### config.mk
export PLATFORM = sky130hd
export DESIGN_NAME = rof_filter_unit
export DESIGN_NICKNAME = d
export VERILOG_FILES = /design/src/rtl/rof_pkg.sv /design/src/rtl/rof_ge_counter.sv /design/src/rtl/rof_filter_unit.sv
export SDC_FILE = /design/constraint.sdc
export NUM_CORES = 1
export LEC_CHECK = 0
export ABC_AREA = 1
export CAP_MARGIN = 20
export CORE_MARGIN = 3
export CORE_UTILIZATION = 32
export DETAILED_ROUTE_END_ITERATION = 8
export SETUP_SLACK_MARGIN = 0.15
export SKIP_LAST_GASP = 1
export SYNTH_ARGS = -nofsm -noshare
export SYNTH_HDL_FRONTEND = slang
export SYNTH_SLANG_ARGS = --single-unit
export TNS_END_PERCENT = 20
### constraint.sdc
create_clock -name clk -period 15.8 [get_ports clk]
set_clock_uncertainty 0.05 [all_clocks]
set_input_delay 3.16 -clock clk [delete_from_list [all_inputs] [get_ports clk]]
set_output_delay 3.16 -clock clk [all_outputs]
set_load 0.01 [all_outputs]
### src/rtl/rof_pkg.sv
// Shared types and constants for the rank-order filter unit.
package rof_pkg;

  typedef enum logic [1:0] {
    StIdle,
    StSearch,
    StDone
  } state_e;

  localparam int unsigned ParamNLsb      = 0;
  localparam int unsigned ParamNWidth    = 8;
  localparam int unsigned ParamRankLsb   = 8;
  localparam int unsigned ParamRankWidth = 8;

  // Width able to hold any count from 0 to num inclusive.
  function automatic int unsigned cnt_width(input int unsigned num);
    return $clog2(num + 1);
  endfunction

endpackage

### src/rtl/rof_ge_counter.sv
// Counts selected window elements whose pixel is >= the trial value (unsigned).
module rof_ge_counter #(
  parameter int unsigned NUM   = 25,
  parameter int unsigned PIX_W = 8,
  parameter int unsigned CNT_W = 5
) (
  input  logic [NUM*PIX_W-1:0] window_i,
  input  logic [NUM-1:0]       sel_i,
  input  logic [PIX_W-1:0]     trial_i,
  output logic [CNT_W-1:0]     cnt_o
);

  always_comb begin
    cnt_o = '0;
    for (int unsigned k = 0; k < NUM; k++) begin
      if (sel_i[k] && (window_i[k*PIX_W +: PIX_W] >= trial_i)) begin
        cnt_o = cnt_o + CNT_W'(1);
      end
    end
  end

endmodule

### src/rtl/rof_filter_unit.sv
// Masked rank-order filter: bit-serial MSB-first threshold search, one result bit per cycle.
// Optional o_count output is enabled by defining ROF_COUNT_OUT_EN.
module rof_filter_unit
  import rof_pkg::*;
#(
  parameter int unsigned MAX_N = 5,
  parameter int unsigned PIX_W = 8
) (
  input  logic                           clk,
  input  logic                           rst,
  input  logic [31:0]                    i_parameters,
  input  logic [MAX_N*MAX_N-1:0]         i_mask,
  input  logic [MAX_N*MAX_N*PIX_W-1:0]   i_window,
  input  logic                           i_valid,
  output logic                           o_ready,
  output logic [PIX_W-1:0]               o_pixel,
  output logic                           o_valid,
  input  logic                           i_ready
`ifdef ROF_COUNT_OUT_EN
  ,
  output logic [cnt_width(MAX_N*MAX_N)-1:0] o_count
`endif
);

  localparam int unsigned NUM   = MAX_N * MAX_N;
  localparam int unsigned CNT_W = cnt_width(NUM);
  localparam int unsigned IDX_W = (PIX_W > 1) ? $clog2(PIX_W) : 1;

  state_e                    state_q;
  logic                      ready_q, valid_q;
  logic [PIX_W-1:0]          pixel_q, res_q;
  logic [NUM*PIX_W-1:0]      win_q;
  logic [NUM-1:0]            sel_q;
  logic [ParamRankWidth-1:0] rank_q;
  logic [IDX_W-1:0]          bit_q;
`ifdef ROF_COUNT_OUT_EN
  logic [CNT_W-1:0]          count_q;
  logic [CNT_W-1:0]          sel_cnt;
`endif

  logic [ParamNWidth-1:0]    n_raw;
  logic [ParamRankWidth-1:0] rank_raw, rank_eff;
  logic [NUM-1:0]            sel_acc;
  logic [PIX_W-1:0]          trial;
  logic [CNT_W-1:0]          ge_cnt;
  logic                      rank_hit;
  logic                      unused_params;

  assign n_raw         = i_parameters[ParamNLsb +: ParamNWidth];
  assign rank_raw      = i_parameters[ParamRankLsb +: ParamRankWidth];
  assign unused_params = ^i_parameters[31:16];
  assign rank_eff      = (rank_raw == '0) ? ParamRankWidth'(1) : rank_raw;

  // Fold the N clamp into the mask at accept time so the search sees one vector.
  always_comb begin
    int unsigned n_eff;
    if ((n_raw != '0) && (32'(n_raw) <= MAX_N)) n_eff = 32'(n_raw);
    else n_eff = MAX_N;
    sel_acc = '0;
    for (int unsigned k = 0; k < NUM; k++) begin
      sel_acc[k] = i_mask[k] && ((k / MAX_N) < n_eff) && ((k % MAX_N) < n_eff);
    end
`ifdef ROF_COUNT_OUT_EN
    sel_cnt = '0;
    for (int unsigned k = 0; k < NUM; k++) begin
      if (sel_acc[k]) sel_cnt = sel_cnt + CNT_W'(1);
    end
`endif
  end

  assign trial    = res_q | (PIX_W'(1) << bit_q);
  assign rank_hit = ({{ParamRankWidth{1'b0}}, ge_cnt} >= {{CNT_W{1'b0}}, rank_q});

  rof_ge_counter #(
    .NUM  (NUM),
    .PIX_W(PIX_W),
    .CNT_W(CNT_W)
  ) u_ge_counter (
    .window_i(win_q),
    .sel_i   (sel_q),
    .trial_i (trial),
    .cnt_o   (ge_cnt)
  );

  always_ff @(posedge clk) begin
    if (!rst) begin
      state_q <= StIdle;
      ready_q <= 1'b1;
      valid_q <= 1'b0;
      pixel_q <= '0;
      res_q   <= '0;
      win_q   <= '0;
      sel_q   <= '0;
      rank_q  <= '0;
      bit_q   <= '0;
`ifdef ROF_COUNT_OUT_EN
      count_q <= '0;
`endif
    end else begin
      unique case (state_q)
        StIdle: begin
          if (i_valid) begin
            win_q   <= i_window;
            sel_q   <= sel_acc;
            rank_q  <= rank_eff;
            res_q   <= '0;
            bit_q   <= IDX_W'(PIX_W - 1);
            ready_q <= 1'b0;
            state_q <= StSearch;
`ifdef ROF_COUNT_OUT_EN
            count_q <= sel_cnt;
`endif
          end
        end
        StSearch: begin
          if (rank_hit) res_q <= trial;
          if (bit_q == '0) begin
            pixel_q <= rank_hit ? trial : res_q;
            valid_q <= 1'b1;
            state_q <= StDone;
          end else begin
            bit_q <= bit_q - IDX_W'(1);
          end
        end
        StDone: begin
          if (i_ready) begin
            valid_q <= 1'b0;
            ready_q <= 1'b1;
            state_q <= StIdle;
          end
        end
        default: state_q <= StIdle;
      endcase
    end
  end

  assign o_ready = ready_q;
  assign o_valid = valid_q;
  assign o_pixel = pixel_q;
`ifdef ROF_COUNT_OUT_EN
  assign o_count = count_q;
`endif

endmodule

* Yosys cells after proc, flatten, opt, wreduce, memory -nomap -nowiden
Index checks and enable logic that the tools add are counted.
** Word-level totals
- Logic and storage cells :: 207
- Memory bits (writable) :: 0
- Bits of input ports :: 261
- Bits in latches :: 0
- Memories :: 0
- Output and inout bits :: 10
- Register bits after elaboration :: 256
- Memory bits (read-only) :: 0
** Operators by class
- Shift-type cells :: 1
- Bitwise gates (word level) :: 1
- Div/mod/pow operators :: 0
- Multiply operators :: 0
- Reductions and logical operators :: 90
- Add/subtract/negate cells :: 25
- Eq/ne operators :: 6
- $lt $le $gt $ge :: 32
- Multiplexer cells :: 43
** Operator list (count)
- 8-bit >= comparator :: 25
- 5-bit 2-to-1 mux :: 24
- 5-bit by 1-bit adder with 5-bit output (second input constant) :: 23
- 1-bit logical AND :: 76
- 1-bit by 32-bit < comparator with 1-bit output (first input constant) :: 2
- 2-bit by 32-bit < comparator with 1-bit output (first input constant) :: 2
- 3-bit by 32-bit < comparator with 1-bit output (first input constant) :: 1
- 8-bit 2-to-1 mux :: 4
- 8-bit case mux with 2 select lines :: 1
- 3-bit AND reduction :: 4
- 5-bit by 8-bit >= comparator with 1-bit output :: 1
- 8-bit by 3-bit <= comparator with 1-bit output (second input constant) :: 1
- 8-bit zero test :: 1
- 2-bit != test (second input constant) :: 4
- 8-bit OR :: 1
- 8-bit nonzero test :: 1
- 1-bit by 3-bit left shift with 8-bit output (first input constant) :: 1
- 2-bit 2-to-1 mux :: 3
- 3-bit 2-to-1 mux :: 2
- 2-bit case mux with 3 select lines :: 1
- 3-bit case mux with 2 select lines :: 1
- 2-bit AND reduction :: 3
- 2-bit nonzero test :: 3
- 1-bit 2-to-1 mux :: 5
- 7 further kinds :: 8

* Logic depth before layout (Yosys ltp)
Gate-level depths: netlist of the first run.
- Word-level depth :: 56
- Mapped depth :: 106
- Gate-level depth less buffers :: 103

* By module
A second synthesis of the first run with hierarchy kept.
** Second synthesis, totals
- Cells, all modules :: 2424
- Area total of the unflattened synthesis :: 16808.6 sq um
** Modules (own cells, without submodules)
- rof_filter_unit :: area an instance 9242.6 sq um, times used 1, cells each 1194, seq. area each 5124.9 sq um
- rof_ge_counter :: area an instance 7566.0 sq um, times used 1, cells each 1230, seq. area each 0.0 sq um

* Least setup slack after synthesis of the first run
Ideal clock, no wire load.
- Path type :: reg-to-reg
- From :: register bit_q[1]
- To :: register pixel_q[2] (netlist: o_pixel[2])
- Clock period less this slack :: 14.920 ns
- Setup slack :: 0.880 ns
- Path buffers :: 0
- Data arrival time :: 14.742 ns
- Stages on the path, launching flop included :: 101
- Data required time :: 15.622 ns
- Library setup time :: 0.128 ns
- Cells stage by stage :: dfxtp_1 > inv_1 > ha_1 > a21oi_1 > ha_1 > o21ai_0 > nand3b_1 > a21oi_1 > nor2_1 > o21ai_0 > nand2_1 > a21oi_1 > o21bai_1 > nand2_1 > inv_1 > ha_1 > inv_1 > nand3_2 > [... 65 more ...] > o21ai_1 > ha_1 > nand2_1 > o21ai_1 > ha_1 > nand2_1 > nor2_1 > nand3_1 > inv_1 > nand2_1 > nand2_1 > inv_1 > ha_1 > and3_1 > nand4_1 > nand3_1 > o21ai_0 > a21oi_1
** Between the ends
- Word-level cells in the longest chain between the ends :: 55
** Ends and longest elaborated chain
- from (decl) :: RTL line rof_filter_unit.sv:35 : logic [IDX_W-1:0] bit_q;
- from (signal assigned) :: RTL line rof_filter_unit.sv:107 : bit_q <= IDX_W'(PIX_W - 1);
- from (signal assigned) :: RTL line rof_filter_unit.sv:122 : bit_q <= bit_q - IDX_W'(1);
- 1-bit by 3-bit left shift with 8-bit output :: RTL line rof_filter_unit.sv:71 : assign trial = res_q | (PIX_W'(1) << bit_q);
- 8-bit OR :: RTL line rof_filter_unit.sv:71
- 8-bit >= comparator :: RTL line rof_ge_counter.sv:16 : if (sel_i[k] && (window_i[k*PIX_W +: PIX_W] >= trial_i)) begin
- 1-bit logical AND :: RTL line rof_ge_counter.sv:16
- 1-bit 2-to-1 mux :: RTL line rof_ge_counter.sv:16
- 1-bit by 1-bit adder with 2-bit output :: RTL line rof_ge_counter.sv:17 : cnt_o = cnt_o + CNT_W'(1);
- 5-bit 2-to-1 mux :: RTL line rof_ge_counter.sv:16
- 5-bit by 1-bit adder with 5-bit output :: RTL line rof_ge_counter.sv:17
- [... 39 more ...]
- 5-bit by 1-bit adder with 5-bit output :: RTL line rof_ge_counter.sv:17
- 5-bit 2-to-1 mux :: RTL line rof_ge_counter.sv:16
- 5-bit by 1-bit adder with 5-bit output :: RTL line rof_ge_counter.sv:17
- 5-bit 2-to-1 mux :: RTL line rof_ge_counter.sv:16
- 5-bit by 1-bit adder with 5-bit output :: RTL line rof_ge_counter.sv:17
- 5-bit 2-to-1 mux :: RTL line rof_ge_counter.sv:16
- 5-bit by 8-bit >= comparator with 1-bit output :: RTL line rof_filter_unit.sv:72 : assign rank_hit = ({{ParamRankWidth{1'b0}}, ge_cnt} >= {{CNT_W{1'b0}}, rank_q});
- 8-bit 2-to-1 mux
- to (signal assigned) :: RTL line rof_filter_unit.sv:118 : pixel_q <= rank_hit ? trial : res_q;
- to (decl) :: RTL line rof_filter_unit.sv:31 : logic [PIX_W-1:0] pixel_q, res_q;
Parallel ways exist; a longest one is shown, timed or not.
A chain may end at the register's enable or synchronous reset.

* Final worst setup path of the first run
- From :: register bit_q[0]
- To :: register res_q[0]
** Between the ends
- Word-level cells in the longest chain between the ends :: 56
** Ends and longest elaborated chain
- 1-bit by 3-bit left shift with 8-bit output * :: RTL line rof_filter_unit.sv:71
- 8-bit OR * :: RTL line rof_filter_unit.sv:71
- 8-bit >= comparator :: RTL line rof_ge_counter.sv:16
- 1-bit logical AND :: RTL line rof_ge_counter.sv:16
- 1-bit 2-to-1 mux :: RTL line rof_ge_counter.sv:16
- 1-bit by 1-bit adder with 2-bit output :: RTL line rof_ge_counter.sv:17
- 5-bit 2-to-1 mux :: RTL line rof_ge_counter.sv:16
- 5-bit by 1-bit adder with 5-bit output :: RTL line rof_ge_counter.sv:17
- [... 40 more ...]
- 5-bit 2-to-1 mux :: RTL line rof_ge_counter.sv:16
- 5-bit by 1-bit adder with 5-bit output :: RTL line rof_ge_counter.sv:17
- 5-bit 2-to-1 mux :: RTL line rof_ge_counter.sv:16
- 5-bit by 1-bit adder with 5-bit output :: RTL line rof_ge_counter.sv:17
- 5-bit 2-to-1 mux :: RTL line rof_ge_counter.sv:16
- 5-bit by 8-bit >= comparator with 1-bit output :: RTL line rof_filter_unit.sv:72
- 8-bit 2-to-1 mux * :: RTL line rof_filter_unit.sv:116 : if (rank_hit) res_q <= trial;
- 8-bit case mux with 2 select lines * :: RTL line rof_filter_unit.sv:100 : unique case (state_q)
- to (signal assigned) :: RTL line rof_filter_unit.sv:116
- to (decl) :: RTL line rof_filter_unit.sv:31
Every way passes the cells marked *; elsewhere a longest branch is shown, timed or not.

==> reports/qor.csv, run 1 <==
metric;value;unit
synth_nets;2768;
rsz0062_at_grt;false;
pwr-share-clk;28.6;%
max_freq;0.0681;GHz
reg2reg_slack;1110;ps
crit_start;bit_q[0];
crit_type;reg2reg;
p_leak;0.00979;uW
slew_viol_final;0;
drive_gt1_share;11.1;%
cp_max_fo;8;
ant_nets;0;
total_power;2590;uW
grt_start_max_net_pins;141;
final_cells;3223;
synth_area;0.0163;mm^2
synth_flop_cell;dfxtp_1;
synthCells;2298;
nNetsFinal;2995;
finalSetupTns;0;ps
critPathMostFrequentCell;nand2_1;
first_iter_violations;644;
synth_top_cell_area_share;31.5;%
crit_slowest_cell;dfxtp_4;
insertion_delay;590;ps
worst_r2r_endpoint;res_q[0];
numClockSinks;256;
peakVddDrop;0.0861;mV
p_switching;999;uW
core;0.0502;mm^2
synth_common_cells;419 x nor2_1, 309 x nand2_1, 276 x o21ai_0;
gr-total-overflow;0;
max-cap-violations;0;
r2r_start;bit_q[0];
p_per_area;124;mW/mm^2
die_h;232;um
maxSlewHeadroom;29.9;%
critical_path.top_delay_family;adder cells;
synth_top_cell_by_area;dfxtp_1;
yosys.cell_types.count;53;
netlist_top_cells_area;dfxtp_1 31%, ha_1 16%, nor2_1 9.7%, o21ai_0 8.5%, nand2_1 7.1%;
holdCritPathClass;reg2reg;
initial_core_util;32.4;%
end_kind;flop;
p_sw_share;38.6;%
cp_num_buf_inv;11;
h-tree-depth;1;
power_frac_comb;42.3;%
hold_depth;2;
wl_per_cell;15.0;um
hpwl;34.5;mm
async_reset_ff_share;0;%
share_seq_of_total_power;29.1;%
cp.required;16290;ps
p_int;1590;uW
setup_violations;0;
gp_congestion;0.840;
clk_pin_slew;60;ps
ctsHoldBuffers;0;
io_pins;271;
worstSetupPathDepth;102;
synth_seq_cells;256;
final-hold-violation-count;0;
fin_crit_sh;93.0;%
crit_arrival;15180;ps
viasPerCell;4.71;
rr_worst_depth;102;
area_growth;28.4;%
hp-start;win_q[136];
firstDrtPassIters;5;
start_kind;flop;
grt_pass1_vias;14700;
yosysMostFrequentCell;nor2_1;
min_period;14690;ps
max_stage_delay;370;ps
avgSynthCellArea;7.08;um^2
tightest_slew;1050;ps
dp.cells;3160;
io_buffers;254;
setup.worst_path.end;res_q[0];
seq_area_frac_synth;31.5;%
yosysWarnings;0;
clock_path_buffers;3;
placement_rows;82;
status;completed;
cts_buffers;31;
grt_pass1_wl;75.6;mm
tritoncts;done;
drcViolationCount;0;
dieArea;0.0536;mm^2
grtUsageTotal;17.3;%
antenna_found_initial;1;
drt-total-wl;48.2;mm
cts_root_buf;clkbuf_16;
synth_edf_count;0;
die_w;232;um
vias;15200;
-- repair_timing --
item                                    CTS  global route
buffers inserted                          0             3
gates resized for setup                   3            52
endpoints found under the setup margin   16            16
pin swaps                                 0            11
-- kinds of logic (layout without fill, tap and decap cells) --
logic type,Yosys count,after routing,synth area share [%]
flip-flops,256,256,31.5
other,0,1,0
AND/OR/NAND/NOR,994,994,27.9
XOR/XNOR,3,3,0.161
AO/OA/AOI/OAI,489,489,16.3
adder cells (fa/ha/maj),209,209,16.1
buffers and inverters,347,599,8.10
-- flip-flops by register name (all words and copies together), names as in the netlist --
register,count
win_q,200
sel_q,25
o_pixel,8
rank_q,8
res_q,8
bit_q,3
state_q,2
o_ready,1
o_valid,1
-- cell usage in the layout (no fill, tap or decap), drive strengths merged, types with 2 or more instances in the layout --
cell / synthesis / routed
nand3: 109 / 109
a21boi: 2 / 2
o21ai: 281 / 281
clkdlybuf4s50: 0 / 253
dfxtp: 256 / 256
clkinvlp: 0 / 3
nand3b: 29 / 29
o21bai: 23 / 23
clkbuf: 77 / 45
nand4: 8 / 8
or2: 5 / 5
a21oi: 137 / 137
buf: 8 / 26
nor3: 14 / 14
nand2: 402 / 402
nor2: 423 / 423
a211o: 6 / 6
ha: 209 / 209
bufinv: 0 / 2
clkinv: 2 / 9
a31oi: 10 / 10
o21a: 22 / 22
and3: 2 / 2
inv: 260 / 261
xor2: 2 / 2
-- per-layer routing --
metal / track usage (%) / wire, um / vias up
met5: 0 / 0 / -
met4: 3.91 / 1030 / 0
met3: 2.32 / 1780 / 65
met2: 30.0 / 22700 / 232
met1: 23.0 / 22700 / 6893
li1: - / - / 7975
-- how the worst min path moves through the flow --
stage / endpoint / slack [ps]
detailed placement: win_q[16] / 400
global placement: o_ready / 390
global route: win_q[128] / 430
CTS: win_q[16] / 410
floorplan: win_q[0] / 380
finish: win_q[136] / 410
-- final cells by class --
class / count / area, um^2
antenna: 1 / 2.50
clock buffer: 45 / 928
clock inverter: 13 / 138
fill: 5028 / 29300
inverter: 262 / 996
multi-input combinational: 1695 / 10100
sequential: 256 / 5130
tap: 672 / 841
timing repair buffer: 279 / 2730
-- power by group through the flow --
| stage | Sequential (uW) | Combinational [uW] | Clock [uW] |
|---|---|---|---|
| after floorplan | 755 | 733 | 0 |
| after global placement | 762 | 977 | 0 |
| after detailed placement | 765 | 1020 | 0 |
| after CTS | 752 | 1030 | 764 |
| after global routing | 760 | 1270 | 789 |
| final | 753 | 1090 | 740 |
-- metrics by stage --
| stage | cell area [um^2] | hold slack, ps | util, % | worst slack, ps |
|---|---|---|---|---|
| after floorplan | 16300 | 383 | - | 880 |
| after global placement | 19600 | 394 | 39.0 | 526 |
| after detailed placement | 19600 | 404 | 39.0 | 81.8 |
| after CTS | 20600 | 414 | 41.2 | 166 |
| after global routing | 20900 | 428 | 41.6 | 43.9 |
| final | 20900 | 412 | 41.6 | 1110 |
-- worst min-delay path, delay by kind of cell (launching register included) --
kind,cells,cell delay [ps]
AOI/OAI and AO/OA,1,60
buffers and inverters,1,60
DFF,1,300
Note: power is estimated with default switching activity, not from simulation.
==> inputs of run 2 (changes only) <==
--- a/config.mk
+++ b/config.mk
@@ -10,6 +10,7 @@
 export CORE_MARGIN = 3
 export CORE_UTILIZATION = 32
 export DETAILED_ROUTE_END_ITERATION = 8
+export GPL_TIMING_DRIVEN = 0
 export SETUP_SLACK_MARGIN = 0.15
 export SKIP_LAST_GASP = 1
 export SYNTH_ARGS = -nofsm -noshare
==> reports/qor.csv, run 2 (synthesized netlist as in run 1, its figures left out) <==
metric;value;unit;change
total_power;2680;uW;was 2590 uW
ant_nets;0;;unchanged
crit_type;reg2reg;;unchanged
peakVddDrop;0.0889;mV;was 0.0861 mV
antenna_found_initial;1;;unchanged
status;completed;;unchanged
regMostFlops;win_q;;unchanged
slew_viol_final;0;;unchanged
grt_pass1_wl;79.7;mm;was 75.6 mm
initial_core_util;32.4;%;unchanged
maxSlewHeadroom;26.9;%;was 29.9%
crit_slowest_cell;dfxtp_4;;unchanged
clock_path_buffers;3;;unchanged
critPathMostFrequentCell;nand2_1;;unchanged
p_leak;0.0100;uW;was 0.00979 uW
die_h;232;um;unchanged
io_pins;271;;unchanged
final_cells;3313;;was 3223
cp_max_fo;8;;unchanged
rsz0062_at_grt;false;;unchanged
cts_root_buf;clkbuf_16;;unchanged
core;0.0502;mm^2;unchanged
tightest_slew;1090;ps;was 1050 ps
utilization;43.0;%;was 41.6%
hpwl;40.1;mm;was 34.5 mm
layout_common_cells;414 x nor2_1, 288 x nand2_1, 271 x o21ai_0;;was 415 x nor2_1, 292 x nand2_1, 272 x o21ai_0
placement_rows;82;;unchanged
max-cap-violations;0;;unchanged
start_kind;flop;;unchanged
dieArea;0.0536;mm^2;unchanged
cp.required;16190;ps;was 16290 ps
setup_violations;0;;unchanged
gp_congestion;0.853;;was 0.840
ctsHoldBuffers;0;;unchanged
gr-total-overflow;0;;unchanged
viasPerCell;4.72;;was 4.71
first_iter_violations;669;;was 644
die_w;232;um;unchanged
grt_start_max_net_pins;20;;was 141
p_per_area;124;mW/mm^2;about the same
final_common_cell;nor2_1;;unchanged
numClockSinks;256;;unchanged
holdCritPathClass;reg2reg;;unchanged
dp_slack;-1380;ps;was 81.8 ps
cts_buffers;30;;was 31
drcViolationCount;0;;unchanged
tritoncts;done;;unchanged
insertion_delay;570;ps;was 590 ps
grt_pass1_vias;15300;;was 14.7k
area_growth;32.4;%;was 28.4%
crit_arrival;15120;ps;was 15180 ps
largest_reg_flops;200;;unchanged
wl_per_cell;15.7;um;was 15.0 um
io_buffers;253;;was 254
final-hold-violation-count;0;;unchanged
max_freq;0.0679;GHz;was 0.0681 GHz
reg.largest.list;win_q x200, sel_q x25;;unchanged
h-tree-depth;1;;unchanged
drive_gt1_share;11.3;%;was 11.1%
dp.cells;3230;;was 3160
grtUsageTotal;18.7;%;was 17.3%
finalSetupTns;0;ps;unchanged
firstDrtPassIters;6;;was 5
min_period;14730;ps;was 14690 ps
layout_setup_ws;1070;ps;was 1110 ps
clk_pin_slew;60;ps;about the same
end_kind;flop;;unchanged
nNetsFinal;3085;;was 2995
fin_crit_sh;93.2;%;was 93.0%
max_stage_delay;400;ps;was 370 ps
drt-total-wl;52.1;mm;was 48.2 mm
vias;15700;;was 15.2k
-- run 2: changes by cell type in the layout (fill, tap and decap cells not counted), sizes merged --
cell | before | now
nand2 | 402 | 403
diode | 1 | 2
clkinvlp | 3 | 1
clkinv | 9 | 10
clkbuf | 45 | 119
bufinv | 2 | 6
inv | 261 | 259
buf | 26 | 39
-- run 2: metrics by stage --
stage               cell area (um^2)  hold WS (ps)
floorplan                      16300           383
global placement               19600           395
detailed placement             19900           395
CTS                            21100           402
global route                   21500           433
finish                         21600           408
-- run 2: worst paths after layout --
kind,end,depth (start not counted),slack [ps],start
worst max-delay path,o_pixel[1],102,1070,bit_q[0]
worst min-delay path,win_q[48],2,410,win_q[48]
worst max register to register,o_pixel[1],102,1070,bit_q[0]
worst min register to register,win_q[48],2,410,win_q[48]
-- run 2: critical path, delay by kind of cell, from the launching register on --
family,cells,cell delay (ps)
adder cells (fa/ha/maj),25,6820
AO/OA/AOI/OAI,11,1350
AND/OR/NAND/NOR,54,4990
buffers and inverters,12,920
flip-flops,1,400
-- run 2: cell type report --
cell class | count | area [um^2]
antenna | 2 | 5.00
buffer | 83 | 360
clock buffer | 42 | 856
clock inverter | 14 | 238
fill | 5017 | 28600
inverter | 262 | 1000
multi-input combinational | 1696 | 10200
sequential | 256 | 5130
tap | 672 | 841
timing repair buffer | 286 | 2900
-- run 2: routing by layer --
layer,track usage (%),routed length (um),up-vias
li1,-,-,8171
met1,23.5,23400,7151
met2,33.1,25200,259
met3,3.07,2060,71
met4,5.25,1360,0
met5,0,0,-
-- run 2: repair_timing --
action                                  in CTS  in global routing
cloned                                       1                  1
hold endpoints to repair                     0                  0
setup buffers                                6                 19
gates resized for setup                     24                 62
pin swaps                                    6                 15
endpoints found under the setup margin      16                 16
-- run 2: power by group --
| part | leakage, uW | total, uW | switching, uW | internal [uW] |
|---|---|---|---|---|
| logic | 0.00736 | 1160 | 688 | 468 |
| clock network | 0.000535 | 768 | 293 | 475 |
| registers | 0.00212 | 753 | 38.7 | 714 |
| total | 0.0100 | 2680 | 1020 | 1660 |
==> inputs of run 3 (changes only) <==
--- a/config.mk
+++ b/config.mk
@@ -11,7 +11,6 @@
 export CORE_UTILIZATION = 32
 export DETAILED_ROUTE_END_ITERATION = 8
 export GPL_TIMING_DRIVEN = 0
-export SETUP_SLACK_MARGIN = 0.15
 export SKIP_LAST_GASP = 1
 export SYNTH_ARGS = -nofsm -noshare
 export SYNTH_HDL_FRONTEND = slang
==> reports/qor.csv, run 3 (synthesized netlist as in run 1, its figures left out) <==
metric;value;unit;change
regMostFlops;win_q;;unchanged
cp_max_fo;17;;was 8
layout_common_cells;416 x nor2_1, 292 x nand2_1, 271 x o21ai_0;;was 414 x nor2_1, 288 x nand2_1, 271 x o21ai_0
core;0.0502;mm^2;unchanged
p_per_area;124;mW/mm^2;about the same
worst_r2r_endpoint;res_q[0];;was o_pixel[1]
hpwl;40.1;mm;unchanged
reg2reg_slack;890;ps;was 1070 ps
die_w;232;um;unchanged
drt-total-wl;51.8;mm;was 52.1 mm
gp_congestion;0.853;;unchanged
firstDrtPassIters;5;;was 6
dp.cells;3230;;unchanged
drcViolationCount;0;;unchanged
grt_pass1_vias;15300;;about the same
wl_met2;24.9;mm;was 25.2 mm
numClockSinks;256;;unchanged
cts_buffers;30;;unchanged
clk_pin_slew;60;ps;about the same
ant_nets;0;;unchanged
placement_rows;82;;unchanged
setup_violations;0;;unchanged
insertion_delay;570;ps;about the same
antenna_found_initial;2;;was 1
nNetsFinal;3079;;was 3085
final-hold-violation-count;0;;unchanged
end_kind;flop;;unchanged
place_area;0.0199;mm^2;unchanged
holdPathEnd;win_q[48];;unchanged
peakVddDrop;0.0912;mV;was 0.0889 mV
route.met3.wl;2.35;mm;was 2.06 mm
initial_core_util;32.4;%;unchanged
final_cells;3308;;was 3313
p_leak;0.00998;uW;was 0.0100 uW
io_pins;271;;unchanged
grt_pass1_wl;79.4;mm;was 79.7 mm
n_fill_cell;5022;;was 5017
maxSlewHeadroom;25.2;%;was 26.9%
hp-start;win_q[48];;unchanged
reg.largest.list;win_q x200, sel_q x25;;unchanged
first_iter_violations;714;;was 669
io_buffers;253;;unchanged
critPathMostFrequentCell;nand2_1;;unchanged
total_power;2660;uW;was 2680 uW
crit_slowest_cell;a21oi_4;;was dfxtp_4
tightest_slew;1120;ps;was 1090 ps
h-tree-depth;1;;unchanged
start_kind;flop;;unchanged
final_common_cell;nor2_1;;unchanged
cts_root_buf;clkbuf_16;;unchanged
max_stage_delay;470;ps;was 400 ps
die_h;232;um;unchanged
min_period;14910;ps;was 14730 ps
max_freq;0.0671;GHz;was 0.0679 GHz
dieArea;0.0536;mm^2;unchanged
design_area;0.0214;mm^2;was 0.0216 mm^2
hold_depth;2;;unchanged
met1Wirelength;23.0;mm;was 23.4 mm
slew_viol_final;0;;unchanged
largest_reg_flops;200;;unchanged
drive_gt1_share;10.7;%;was 11.3%
area_growth;31.7;%;was 32.4%
status;completed;;unchanged
fin_crit_sh;94.4;%;was 93.2%
cp.required;16270;ps;was 16190 ps
grtUsageTotal;18.7;%;about the same
viasPerCell;4.73;;was 4.72
finalSetupTns;0;ps;unchanged
grt_start_max_net_pins;46;;was 20
max-cap-violations;0;;unchanged
crit_arrival;15380;ps;was 15120 ps
clock_path_buffers;3;;unchanged
vias;15600;;was 15.7k
holdCritPathClass;reg2reg;;unchanged
regArea;0.00513;mm^2;unchanged
multi_input_area;0.0102;mm^2;about the same
gr-total-overflow;0;;unchanged
crit_type;reg2reg;;unchanged
rr_worst_depth;95;;was 102
r2r_start;bit_q[0];;unchanged
tritoncts;done;;unchanged
wl_per_cell;15.6;um;was 15.7 um
highest_layer;met4;;unchanged
holdWs;408;ps;about the same
-- run 3: changes by cell type in the layout (fill, tap and decap cells not counted), moves of 2 or more --
| cell | delta |
|---|---|
| nand2_2 | -4 |
| nand2_1 | +4 |
| nor2_2 | -2 |
| buf_4 | -3 |
| nor2_1 | +2 |
| buf_12 | -2 |
-- run 3: repair_timing --
action / in CTS / in global routing
setup endpoints to repair: 16 / 16
resized for setup: 8 / 63
pin swaps: 4 / 15
hold buffers: 0 / 0
buffers inserted: 4 / 18
cloned: 1 / 0
-- run 3: critical path: cells and delay by family (launching register included) --
kind / cells / cell delay (ps)
adder cells (fa/ha/maj): 26 / 7080
AO/OA/AOI/OAI: 9 / 1700
AND/OR/NAND/NOR: 49 / 4680
flip-flops: 1 / 390
buffers and inverters: 11 / 920
-- run 3: per-stage QoR --
stage	worst slack (ps)	util (%)
after floorplan	880	-
after global placement	-2260	39.2
after detailed placement	-1380	39.6
after CTS	3.44	41.9
after global routing	-79.5	42.7
final	888	42.7
-- run 3: worst max-delay path by stage --
stage | startpoint | endpoint | slack, ps
2_1_floorplan | bit_q[1] | o_pixel[2] | 880
3_3_place_gp | bit_q[1] | o_pixel[2] | -2260
3_5_place_dp | bit_q[0] | o_pixel[2] | -1380
4_1_cts | bit_q[0] | o_pixel[4] | 3
5_1_grt | bit_q[0] | res_q[0] | -80
6_report | bit_q[0] | res_q[0] | 890
-- run 3: final cells by class --
class,count,area share (%)
sequential,256,23.9
multi-input combinational,1696,47.5
timing repair buffer,282,13.3
antenna,3,0.0350
clock inverter,14,1.11
inverter,262,4.75
tap,672,3.92
clock buffer,42,3.99
buffer,81,1.49
-- run 3: power by group --
group	internal [uW]	switching (uW)	total [uW]
combinational	457	681	1140
sequential	714	38.5	753
clock	475	291	766
-- run 3: metal layers --
metal / vias up / global-route usage [%]
li1: 8162 / -
met1: 7110 / 23.2
met2: 284 / 32.6
met3: 80 / 3.53
met4: 0 / 5.89
met5: - / 0
